<file path="config.mk">
export PLATFORM = sky130hd
export DESIGN_NAME = dmac_mc_datapath_flat
export DESIGN_NICKNAME = d
export VERILOG_FILES = /design/src/rtl/dmac_mc_pkg.sv /design/src/rtl/dmac_mc_datapath_if.sv /design/src/rtl/dmac_mc_arbiter.sv /design/src/rtl/dmac_mc_datapath.sv /design/src/flat_wrapper.sv
export SDC_FILE = /design/constraint.sdc
export NUM_CORES = 1
export LEC_CHECK = 0
export ABC_AREA = 1
export CAP_MARGIN = 25
export CORE_AREA = 2 2 136 172
export CTS_BUF_LIST = sky130_fd_sc_hd__clkbuf_4 sky130_fd_sc_hd__clkbuf_8 sky130_fd_sc_hd__clkbuf_16
export DETAILED_ROUTE_END_ITERATION = 8
export DIE_AREA = 0 0 138 174
export MAX_ROUTING_LAYER = met4
export PLACE_DENSITY = 0.65
export SYNTH_ARGS = -nofsm -noshare
export SYNTH_HDL_FRONTEND = slang
export SYNTH_SLANG_ARGS = --single-unit
</file>
<file path="constraint.sdc">
create_clock -name clk -period 2.1 [get_ports clk]
set_input_delay 0.525 -clock clk [delete_from_list [all_inputs] [get_ports clk]]
set_output_delay 0.525 -clock clk [all_outputs]
set_load 0.005 [all_outputs]
</file>
<file path="src/rtl/dmac_mc_pkg.sv">
// Shared types and constants for the multi-channel DMAC datapath.
// Optional round-robin arbitration is enabled with DMAC_RR_ARB_EN.
package dmac_mc_pkg;

    typedef enum logic [3:0] {
        ST_IDLE,
        ST_CFG_A,
        ST_CFG_D,
        ST_RD_A,
        ST_RD_D,
        ST_WR_A,
        ST_WR_D,
        ST_DONE,
        ST_ERR
    } state_e;

    localparam logic [1:0] HTRANS_IDLE   = 2'b00;
    localparam logic [1:0] HTRANS_NONSEQ = 2'b10;
    localparam logic [1:0] HRESP_ERROR   = 2'b01;
    localparam logic [1:0] HSIZE_WORD    = 2'b10;

    localparam logic [31:0] OFF_DADDR = 32'h0000_0300;
    localparam logic [31:0] OFF_SIZE  = 32'h0000_0304;
    localparam logic [31:0] OFF_CTRL  = 32'h0000_0308;

    localparam int CTRL_HSIZE_LSB = 4;
    localparam int CTRL_SRC_FIXED = 6;
    localparam int CTRL_DST_FIXED = 7;

    // Byte lanes touched by a write of the given size at the given address.
    function automatic logic [3:0] wstrb(input logic [1:0] hsize,
                                         input logic [1:0] lsb);
        logic [3:0] s;
        unique case (hsize)
            2'b00:   s = 4'b0001 << lsb;
            2'b01:   s = 4'b0011 << {lsb[1], 1'b0};
            default: s = 4'b1111;
        endcase
        return s;
    endfunction

endpackage

</file>
<file path="src/rtl/dmac_mc_datapath_if.sv">
// AHB master bus bundle between the DMAC datapath and the system bus.
// Optional round-robin arbitration is enabled with DMAC_RR_ARB_EN.
interface dmac_mc_datapath_if;

    logic        HReady;
    logic [1:0]  M_HResp;
    logic [31:0] MRData;
    logic [31:0] MAddress;
    logic [31:0] MWData;
    logic [1:0]  MTrans;
    logic        MWrite;
    logic [1:0]  MSize;
    logic [3:0]  MWStrb;

    modport master (
        input  HReady, M_HResp, MRData,
        output MAddress, MWData, MTrans, MWrite, MSize, MWStrb
    );

    modport slave (
        output HReady, M_HResp, MRData,
        input  MAddress, MWData, MTrans, MWrite, MSize, MWStrb
    );

endinterface

</file>
<file path="src/rtl/dmac_mc_arbiter.sv">
// Channel arbiter: fixed lowest-index priority by default,
// round-robin from last grant when DMAC_RR_ARB_EN is defined.
module dmac_mc_arbiter
    import dmac_mc_pkg::*;
#(
    parameter int NUM_CH = 4,
    localparam int CW = $clog2(NUM_CH)
) (
    input  logic              clk,
    input  logic              rst,
    input  logic [NUM_CH-1:0] req_i,
    input  logic              en_i,
    output logic              grant_valid_o,
    output logic [CW-1:0]     grant_idx_o
);

`ifdef DMAC_RR_ARB_EN
    logic [CW-1:0] last_q;
    int            pos;
    logic [CW-1:0] pos_c;

    // Scan from last_q+1 with wrap; descending loop leaves the nearest winner.
    always_comb begin
        grant_valid_o = 1'b0;
        grant_idx_o   = '0;
        pos           = 0;
        pos_c         = '0;
        for (int j = NUM_CH; j >= 1; j--) begin
            pos   = (int'(last_q) + j) % NUM_CH;
            pos_c = CW'(pos);
            if (req_i[pos_c]) begin
                grant_valid_o = 1'b1;
                grant_idx_o   = pos_c;
            end
        end
    end

    // Remember the last channel actually granted from IDLE.
    always_ff @(posedge clk) begin
        if (rst) begin
            last_q <= CW'(NUM_CH - 1);
        end else if (en_i && grant_valid_o) begin
            last_q <= grant_idx_o;
        end
    end
`else
    logic unused_ok;
    assign unused_ok = clk ^ rst ^ en_i;

    // Lowest requesting index wins; descending loop leaves it last.
    always_comb begin
        grant_valid_o = 1'b0;
        grant_idx_o   = '0;
        for (int i = NUM_CH - 1; i >= 0; i--) begin
            if (req_i[CW'(i)]) begin
                grant_valid_o = 1'b1;
                grant_idx_o   = CW'(i);
            end
        end
    end
`endif

endmodule

</file>
<file path="src/rtl/dmac_mc_datapath.sv">
// Multi-channel DMAC datapath: descriptor fetch and single-beat copy.
// Optional round-robin arbitration is enabled with DMAC_RR_ARB_EN.
module dmac_mc_datapath
    import dmac_mc_pkg::*;
#(
    parameter int          NUM_CH        = 4,
    parameter logic [31:0] PERIPH_BASE   = 32'h0000_0000,
    parameter logic [31:0] PERIPH_STRIDE = 32'h0000_1000,
    localparam int CW = $clog2(NUM_CH)
) (
    input  logic                clk,
    input  logic                rst,
    input  logic [NUM_CH-1:0]   DmacReq,
    dmac_mc_datapath_if.master  bus,
    output logic                busy,
    output logic [CW-1:0]       active_ch,
    output logic [NUM_CH-1:0]   irq,
    output logic [NUM_CH-1:0]   err_status
);

    state_e            state_q;
    logic [1:0]        k_q;
    logic [CW-1:0]     ch_q;
    logic [31:0]       base_q;
    logic [31:0]       saddr_q;
    logic [31:0]       daddr_q;
    logic [31:0]       size_q;
    logic [1:0]        hsize_q;
    logic              sfix_q;
    logic              dfix_q;
    logic [31:0]       data_q;
    logic [NUM_CH-1:0] err_q;
    logic [NUM_CH-1:0] armed_q;

    logic              gnt_v;
    logic [CW-1:0]     gnt_idx;
    logic [31:0]       gnt_base;
    logic [31:0]       step;
    logic              resp_err;

    assign gnt_base = PERIPH_BASE + PERIPH_STRIDE * 32'(gnt_idx);
    assign step     = 32'd1 << hsize_q;
    assign resp_err = (bus.M_HResp == HRESP_ERROR);

    dmac_mc_arbiter #(.NUM_CH(NUM_CH)) u_arb (
        .clk          (clk),
        .rst          (rst),
        .req_i        (DmacReq & armed_q),
        .en_i         (state_q == ST_IDLE),
        .grant_valid_o(gnt_v),
        .grant_idx_o  (gnt_idx)
    );

    // Channel sequencer: descriptor fetch, read/write beats, completion.
    always_ff @(posedge clk) begin
        if (rst) begin
            state_q <= ST_IDLE;
            k_q     <= '0;
            ch_q    <= '0;
            base_q  <= '0;
            saddr_q <= '0;
            daddr_q <= '0;
            size_q  <= '0;
            hsize_q <= '0;
            sfix_q  <= 1'b0;
            dfix_q  <= 1'b0;
            data_q  <= '0;
            err_q   <= '0;
            armed_q <= '1;
        end else begin
            armed_q <= armed_q | ~DmacReq;
            unique case (state_q)
                ST_IDLE: begin
                    if (gnt_v) begin
                        ch_q          <= gnt_idx;
                        base_q        <= gnt_base;
                        saddr_q       <= gnt_base;
                        err_q[gnt_idx] <= 1'b0;
                        k_q           <= '0;
                        state_q       <= ST_CFG_A;
                    end
                end
                ST_CFG_A: if (bus.HReady) state_q <= ST_CFG_D;
                ST_CFG_D: begin
                    if (resp_err) begin
                        state_q <= ST_ERR;
                    end else if (bus.HReady) begin
                        if (k_q != 2'd2) begin
                            if (k_q == 2'd0) daddr_q <= bus.MRData;
                            else             size_q  <= bus.MRData;
                            k_q     <= k_q + 2'd1;
                            state_q <= ST_CFG_A;
                        end else begin
                            hsize_q <= bus.MRData[CTRL_HSIZE_LSB +: 2];
                            sfix_q  <= bus.MRData[CTRL_SRC_FIXED];
                            dfix_q  <= bus.MRData[CTRL_DST_FIXED];
                            if (size_q == 32'd0)
                                state_q <= ST_DONE;
                            else if (bus.MRData[CTRL_HSIZE_LSB +: 2] == 2'b11)
                                state_q <= ST_ERR;
                            else
                                state_q <= ST_RD_A;
                        end
                    end
                end
                ST_RD_A: if (bus.HReady) state_q <= ST_RD_D;
                ST_RD_D: begin
                    if (resp_err) begin
                        state_q <= ST_ERR;
                    end else if (bus.HReady) begin
                        data_q  <= bus.MRData;
                        state_q <= ST_WR_A;
                    end
                end
                ST_WR_A: if (bus.HReady) state_q <= ST_WR_D;
                ST_WR_D: begin
                    if (resp_err) begin
                        state_q <= ST_ERR;
                    end else if (bus.HReady) begin
                        size_q <= size_q - 32'd1;
                        if (!sfix_q) saddr_q <= saddr_q + step;
                        if (!dfix_q) daddr_q <= daddr_q + step;
                        state_q <= (size_q == 32'd1) ? ST_DONE : ST_RD_A;
                    end
                end
                ST_DONE: begin
                    armed_q[ch_q] <= ~DmacReq[ch_q];
                    state_q       <= ST_IDLE;
                end
                ST_ERR: begin
                    armed_q[ch_q] <= ~DmacReq[ch_q];
                    err_q[ch_q]   <= 1'b1;
                    state_q       <= ST_IDLE;
                end
                default: state_q <= ST_IDLE;
            endcase
        end
    end

    // Per-channel completion pulse while in a terminal state.
    always_comb begin
        irq = '0;
        if (state_q == ST_DONE || state_q == ST_ERR) irq[ch_q] = 1'b1;
    end

    // Bus address and size decoded from the registered state.
    always_comb begin
        bus.MAddress = '0;
        bus.MSize    = '0;
        unique case (1'b1)
            (state_q == ST_CFG_A || state_q == ST_CFG_D): begin
                bus.MAddress = base_q + OFF_DADDR + {28'h0, k_q, 2'b00};
                bus.MSize    = HSIZE_WORD;
            end
            (state_q == ST_RD_A || state_q == ST_RD_D): begin
                bus.MAddress = saddr_q;
                bus.MSize    = hsize_q;
            end
            (state_q == ST_WR_A || state_q == ST_WR_D): begin
                bus.MAddress = daddr_q;
                bus.MSize    = hsize_q;
            end
            default: ;
        endcase
    end

    assign bus.MTrans = (state_q == ST_CFG_A || state_q == ST_RD_A ||
                         state_q == ST_WR_A) ? HTRANS_NONSEQ : HTRANS_IDLE;
    assign bus.MWrite = (state_q == ST_WR_A || state_q == ST_WR_D);
    assign bus.MWStrb = bus.MWrite ? wstrb(hsize_q, daddr_q[1:0]) : 4'b0000;
    assign bus.MWData = data_q;

    assign busy       = (state_q != ST_IDLE);
    assign active_ch  = ch_q;
    assign err_status = err_q;

endmodule
</file>
<file path="src/flat_wrapper.sv">
// flat-port wrapper written by rule: the top's interface ports become plain ports
module dmac_mc_datapath_flat import dmac_mc_pkg::*;
#(
    parameter int          NUM_CH        = 4,
    parameter logic [31:0] PERIPH_BASE   = 32'h0000_0000,
    parameter logic [31:0] PERIPH_STRIDE = 32'h0000_1000,
    localparam int CW = $clog2(NUM_CH)
)
  (clk, rst, DmacReq, busy, active_ch, irq, err_status, bus_HReady, bus_M_HResp, bus_MRData, bus_MAddress, bus_MWData, bus_MTrans, bus_MWrite, bus_MSize, bus_MWStrb);
  dmac_mc_datapath_if bus_i ();
  input  logic clk;
  input  logic rst;
  input  logic [NUM_CH-1:0] DmacReq;
  output logic busy;
  output logic [CW-1:0] active_ch;
  output logic [NUM_CH-1:0] irq;
  output logic [NUM_CH-1:0] err_status;
  input wire logic [$bits(bus_i.HReady)-1:0] bus_HReady;
  input wire logic [$bits(bus_i.M_HResp)-1:0] bus_M_HResp;
  input wire logic [$bits(bus_i.MRData)-1:0] bus_MRData;
  output wire logic [$bits(bus_i.MAddress)-1:0] bus_MAddress;
  output wire logic [$bits(bus_i.MWData)-1:0] bus_MWData;
  output wire logic [$bits(bus_i.MTrans)-1:0] bus_MTrans;
  output wire logic [$bits(bus_i.MWrite)-1:0] bus_MWrite;
  output wire logic [$bits(bus_i.MSize)-1:0] bus_MSize;
  output wire logic [$bits(bus_i.MWStrb)-1:0] bus_MWStrb;
  assign bus_i.HReady = bus_HReady;
  assign bus_i.M_HResp = bus_M_HResp;
  assign bus_i.MRData = bus_MRData;
  assign bus_MAddress = bus_i.MAddress;
  assign bus_MWData = bus_i.MWData;
  assign bus_MTrans = bus_i.MTrans;
  assign bus_MWrite = bus_i.MWrite;
  assign bus_MSize = bus_i.MSize;
  assign bus_MWStrb = bus_i.MWStrb;
  dmac_mc_datapath #(.NUM_CH(NUM_CH), .PERIPH_BASE(PERIPH_BASE), .PERIPH_STRIDE(PERIPH_STRIDE)) u_core (.clk(clk), .rst(rst), .DmacReq(DmacReq), .bus(bus_i), .busy(busy), .active_ch(active_ch), .irq(irq), .err_status(err_status));
endmodule
</file>
# [Yosys cells after proc, flatten, opt, wreduce, memory -nomap -nowiden]
# Cells that the tools add are included.
[totals] output_inout_bits=84 reg_bits=148 word_cells=151 input_bits=41
[op_classes] n_shift=3 n_bitwise=9 reduce_logical=28 magnitude_cmp=4 muxes=60 n_eq_ne=29 addsub=6
[op_table] operator="32-bit two-way mux" count=17
[op_table] operator="32-bit one-hot mux with 2 select lines" count=3
[op_table] operator="32-bit one-hot mux with 3 select lines" count=1
[op_table] operator="4-bit two-way mux" count=17
[op_table] operator="32-bit adder" count=2
[op_table] operator="32-bit by 4-bit adder with 32-bit output" count=1
[op_table] operator="32-bit by 1-bit == test with 1-bit output (second input constant)" count=1
[op_table] operator="32-bit logical NOT" count=1
[op_table] operator="1-bit by 2-bit left shift with 32-bit output (first input constant)" count=1
[op_table] operator="32-bit by 1-bit subtractor with 32-bit output (second input constant)" count=1
[op_table] operator="4-bit one-hot mux with 7 select lines" count=1
[op_table] operator="2-bit != test (second input constant)" count=11
[op_table] operator="4-bit by 3-bit == test with 1-bit output (second input constant)" count=4
[op_table] operator="4-bit one-hot mux with 2 select lines" count=2
[op_table] operator="14-bit by 10-bit adder with 15-bit output (second input constant)" count=1
[op_table] operator="2-bit two-way mux" count=7
[op_table] operator="7-bit AND reduction" count=2
[op_table] operator="5-bit AND reduction" count=2
[op_table] operator="3-bit by 2-bit != test with 1-bit output (second input constant)" count=3
[op_table] operator="4-bit by 2-bit == test with 1-bit output (second input constant)" count=2
[op_table] operator="4-bit NOT" count=2
[op_table] operator="4-bit bitwise OR" count=2
[op_table] operator="2-bit one-hot mux with 2 select lines" count=2
[op_table] operator="8-bit AND reduction" count=1
[op_table] operator="28 further kinds" count=52

# [Depth between registers and ports, before layout]
[logic_depth] depth_word=11 depth_mapped=16 depth_no_buf=16

# [Modules after synthesis]
# A second synthesis with hierarchy kept.
[hier_totals] hier_cells=1510 area_unflattened_um2=9295.2
[modules_own_cells] module="dmac_mc_datapath" area_each_um2=9268.9 cells_per_inst=1505 n_inst=1 seq_area_each_um2=2962.8
[modules_own_cells] module="dmac_mc_arbiter" area_each_um2=26.3 cells_per_inst=5 n_inst=1 seq_area_each_um2=0.0

# [Least setup slack after synthesis]
# No wires, ideal clock.
[synth_path] kind="flip-flop to output port" startpoint="register u_core.state_q[0]" endpoint="output bus_MAddress[21]" arrival_ps=1407 t_required_ps=1575 path_buffers=2 path_slack_ps=168 path_stages_with_launch=8 cell_sequence="dfxtp_1 -> nor2_4 -> nand2_2 -> nand2_1 -> inv_1 -> clkbuf_1 -> clkbuf_1 -> o22ai_1"
[synth_between] elab_chain_len=3 elab_cells_between_ends=10 cone_classes="eq/ne (6); mux (1); reduce/logical (3)"
[synth_lines] element="start, declared" line_no="dmac_mc_datapath.sv:21" source="state_e state_q;"
[synth_lines] element="start signal, assigned" line_no="dmac_mc_datapath.sv:123" source="state_q <= (size_q == 32'd1) ? ST_DONE : ST_RD_A;"
[synth_lines] element="4-bit by 3-bit == test with 1-bit output, or another cell as far along" line_no="dmac_mc_datapath.sv:159" source="(state_q == ST_WR_A || state_q == ST_WR_D): begin"
[synth_lines] element="1-bit logical OR (on tied branches)" line_no="dmac_mc_datapath.sv:159, dmac_mc_datapath.sv:151, dmac_mc_datapath.sv:155"
[synth_lines] element="32-bit one-hot mux with 3 select lines (*)" line_no="dmac_mc_datapath.sv:150" source="unique case (1'b1)"
[synth_lines] element="end, declared" line_no="flat_wrapper.sv:21" source="output wire logic [$bits(bus_i.MAddress)-1:0] bus_MAddress;"
# Every way passes the cells marked *; elsewhere a longest branch is shown, timed or not.

# [Worst setup path after layout]
[layout_path] startpoint="register u_core.state_q[1]" endpoint="output bus_MAddress[25]"
# The elaborated chain is that of the path after synthesis.

==> flow_summary_export.csv <==
group,metric,value,unit
clocking,clock_latency,0.44,ns
synth,ys_ff_latch,142,
die,initial_core_util,39.3,%
synth,synth_seq_area_share,32.1,%
global_routing,grt_pass1_vias,9554,
timing,period_share,119,%
synth,synth_edf_count,0,
setup_path,start_kind,"flip-flop",
clocking,cts_tree,"yes",
layout,fin_area,12300,sq um
die,chipWidth,138,microns
clocking,clk_path_buf_depth,2,
place,port-buffer-count,115,
timing,final-hold-violation-count,0,
synth,yosys_warnings,0,
setup_path,critPathMaxFanout,6,
worst_hold_path,hp-class,"flip-flop to flip-flop",
setup_path,worst_r2r_endpoint,"u_core.saddr_q[13]",
layout,insertedDiodeCount,0,
global_routing,met3_usage,3.44,%
timing,fin_setup_tns,-10.95,ns
global_routing,met1_usage,31.3,%
clocking,cts_root_buf,"clkbuf_16",
setup_path,worstRegToRegCells,12,
global_routing,grt_pass1_wl,49700,microns
pwr,switching_share,40.2,%
setup_path,r2r_setup_slack,-0.01,ns
synth,synth_area_leaders,"dfxtp_1, nand2_1, nor2_1",
pwr,finalPower,11.6,mW
timing,fin_skew,0.0163,ns
synth,async_flop_share,0,%
place,place_ws,-0.311,ns
place,place_congestion,0.957,
pwr,pwr-share-clk,26.8,%
route,drtAntennaViolNets,0,
clocking,cts_num_sinks,142,
synth,synth_xor_area_share,2.67,%
global_routing,grt-busiest-layer,"met2",
pwr,powerDensity,936,nW/um^2
setup_path,r2r-start,"u_core.state_q[1]",
clocking,path_clk_slew,0.07,ns
die,die_area,24000,sq um
run_status,run_status,"finished, violations left",
setup_path,endpoint_kind,"primary output",
timing,worst_slew_pin_slew,0.616,ns
timing,max-slew-margin-rel,58.9,%
route,viasPerCell,5.39,
place,place_hpwl,23500,microns
setup_path,worst-path-stages,10,
timing,rsz0062_at_grt,"true",
run_status,violations,"setup timing",
run,maxCapViolCount,0,
synth,yosysTopAreaCell,"dfxtp_1",
global_routing,grt-ovfl-total,0,
route,wl,32500,microns
worst_hold_path,whs_endpoint,"u_core.err_status[0]",
setup_path,cp_slowest_cell,"dfxtp_4",
synth,syn_area,8840,sq um
route,wl_per_cell,16.7,microns
pwr,p_sw,4.65,mW
route,drt-pass1-iter-count,6,
timing,fmax,0.400,GHz
synth,synth_compound_gate_area_share,20.6,%
pwr,pwr-share-comb,44.5,%
clocking,cts-buffers-inserted,17,
die,core.rowCount,62,
timing,maxSlewViolCount,0,
synth,synth_fa_ha_area_share,1.84,%
setup_path,cp_cell_sequence,"inv_4 > nor2_4 > nand2_2 > nand2_4 > clkinvlp_4 > buf_12 > buf_6 > buf_4 > o22ai_2 > buf_2",
layout,fin_nets,1696,
layout,final_common_cell,"nand2_1",
die,die_h,174,microns
synth,dominantRegCellSynth,"dfxtp_1",
place,placed_area,11100,sq um
global_routing,antenna_found_initial,0,
synth,synth_mux_area_share,0,%
worst_hold_path,holdPathStages,2,
setup_path,cp.required,1.57,ns
pwr,ir_drop,0.662,mV
synth,yosys.area_share.simple,32.5,%
layout,syn_to_final_growth,39.6,%
layout,drive_gt1_share,20.8,%
route,drc,0,
synth,synth_top_family_by_area,"simple AND/OR/NAND/NOR gates",
worst_hold_path,hold_start,"u_core.err_status[0]",
die,core_area,22500,sq um
setup_path,crit_type,"flip-flop to primary output",
setup_path,path_buf_inv,6,
timing,setup_viol,42,
setup_path,cpPeakStageDelay,0.40,ns
route,vias,10474,
route,drt_iter0_drc,860,
pwr,power.leakage,5.13,nW
global_routing,use_met2,45.6,%
timing,period_minus_slack,2.50,ns
pwr,p_seq_share,28.7,%
die,ios,125,
synth,netlist.area_leader.share,32.1,%
global_routing,grtUsageTotal,26.3,%
synth,synthCells,1414,
timing,postLayoutSetupSlackWorst,-0.397,ns
synth,synth_cell_types,40,
layout,mostFrequentLayoutCells,"nand2_1, nor2_1, inv_1, dfxtp_1, a21oi_1",
clocking,hold_buffers,0,
clocking,cts-htree-levels,4,
setup_path,cp_top_family,"buffers and inverters",
setup_path,worstPathArrival,1.97,ns
synth,syn_avg_cell_area,6.25,sq um
global_routing,grt_max_degree,51,
pwr,p_int,6.90,mW
power by group through the flow:
stage / clock (mW) / combinational [mW] / sequential [mW]
global placement: 0 / 4.59 / 3.32
finish: 3.09 / 5.14 / 3.32
global route: 3.25 / 5.63 / 3.35
floorplan: 0 / 2.82 / 3.27
detailed placement: 0 / 4.62 / 3.33
CTS: 3.14 / 4.85 / 3.28
synthesized netlist by cell type, drive strengths merged, types with 10 or more instances:
master and n:
nand4 45, ha 13, nand3 72, nand2 294
buf 28, nor3 32, xnor2 10, clkbuf 33
nor2 208, dfxtp 142, a21oi 131, xor2 17
a31oi 24, o22ai 23, inv 164, o21ai 149
timing repair:
action,in CTS,in global routing
gates cloned,3,3
endpoints found under the setup margin,77,92
pin swaps,14,33
buffers inserted,16,12
resized for setup,222,87
worst max path at each step:
stage                 startpoint                to
6_report       u_core.state_q[1]  bus_MAddress[25]
5_1_grt        u_core.state_q[1]  bus_MAddress[26]
4_1_cts        u_core.state_q[0]   bus_MAddress[9]
3_5_place_dp   u_core.state_q[0]  bus_MAddress[25]
3_3_place_gp   u_core.state_q[0]  bus_MAddress[28]
2_1_floorplan  u_core.state_q[0]  bus_MAddress[21]
logic make-up after synthesis:
| family | Yosys count |
|---|---|
| flip-flops | 142 |
| AND/OR/NAND/NOR | 663 |
| other | 1 |
| adder cells (fa/ha/maj) | 13 |
| AO/OA/AOI/OAI | 343 |
| XOR/XNOR | 27 |
| buffers and inverters | 225 |
cell type report:
| class | count | area, sq um |
|---|---|---|
| Multi-Input combinational cell | 1053 | 5570 |
| Clock buffer | 17 | 425 |
| Inverter | 164 | 632 |
| Timing Repair Buffer | 263 | 2320 |
| Clock inverter | 15 | 173 |
| Fill cell | 2181 | 10100 |
| Tap cell | 288 | 360 |
| Sequential cell | 142 | 2860 |
| Timing Repair inverter | 1 | 7.51 |
metrics by stage:
| stage | util, % | hold slack [ns] | instances |
|---|---|---|---|
| floorplan | - | 0.447 | 1419 |
| global placement | 49.4 | 0.454 | 1881 |
| detailed placement | 49.4 | 0.455 | 1881 |
| CTS | 53.3 | 0.465 | 1930 |
| global route | 54.9 | 0.488 | 1943 |
| finish | 54.9 | 0.465 | 1943 |
worst min-delay path: stages, from the launching register on:
cell and delay (ns):
dfxtp_1 0.32, inv_1 0.05, a21oi_1 0.05
state kept, by name (all words and copies together) (netlist names):
name and count:
u_core.hsize_q 2, u_core.bus.MWData 32, u_core.state_q 4, u_core.k_q 2
u_core.active_ch 1, u_core.err_status 2, u_core.saddr_q 32, u_core.size_q 32
u_core.armed_q 1, u_core.sfix_q 1, u_core.daddr_q 32, u_core.dfix_q 1
routing by layer:
layer / vias up / part of all wire, %
li1: 5165 / -
met1: 4914 / 41
met2: 328 / 51
met3: 67 / 4.9
met4: 0 / 3.4
met5: - / 0
Note: power is estimated with default switching activity, not from simulation.
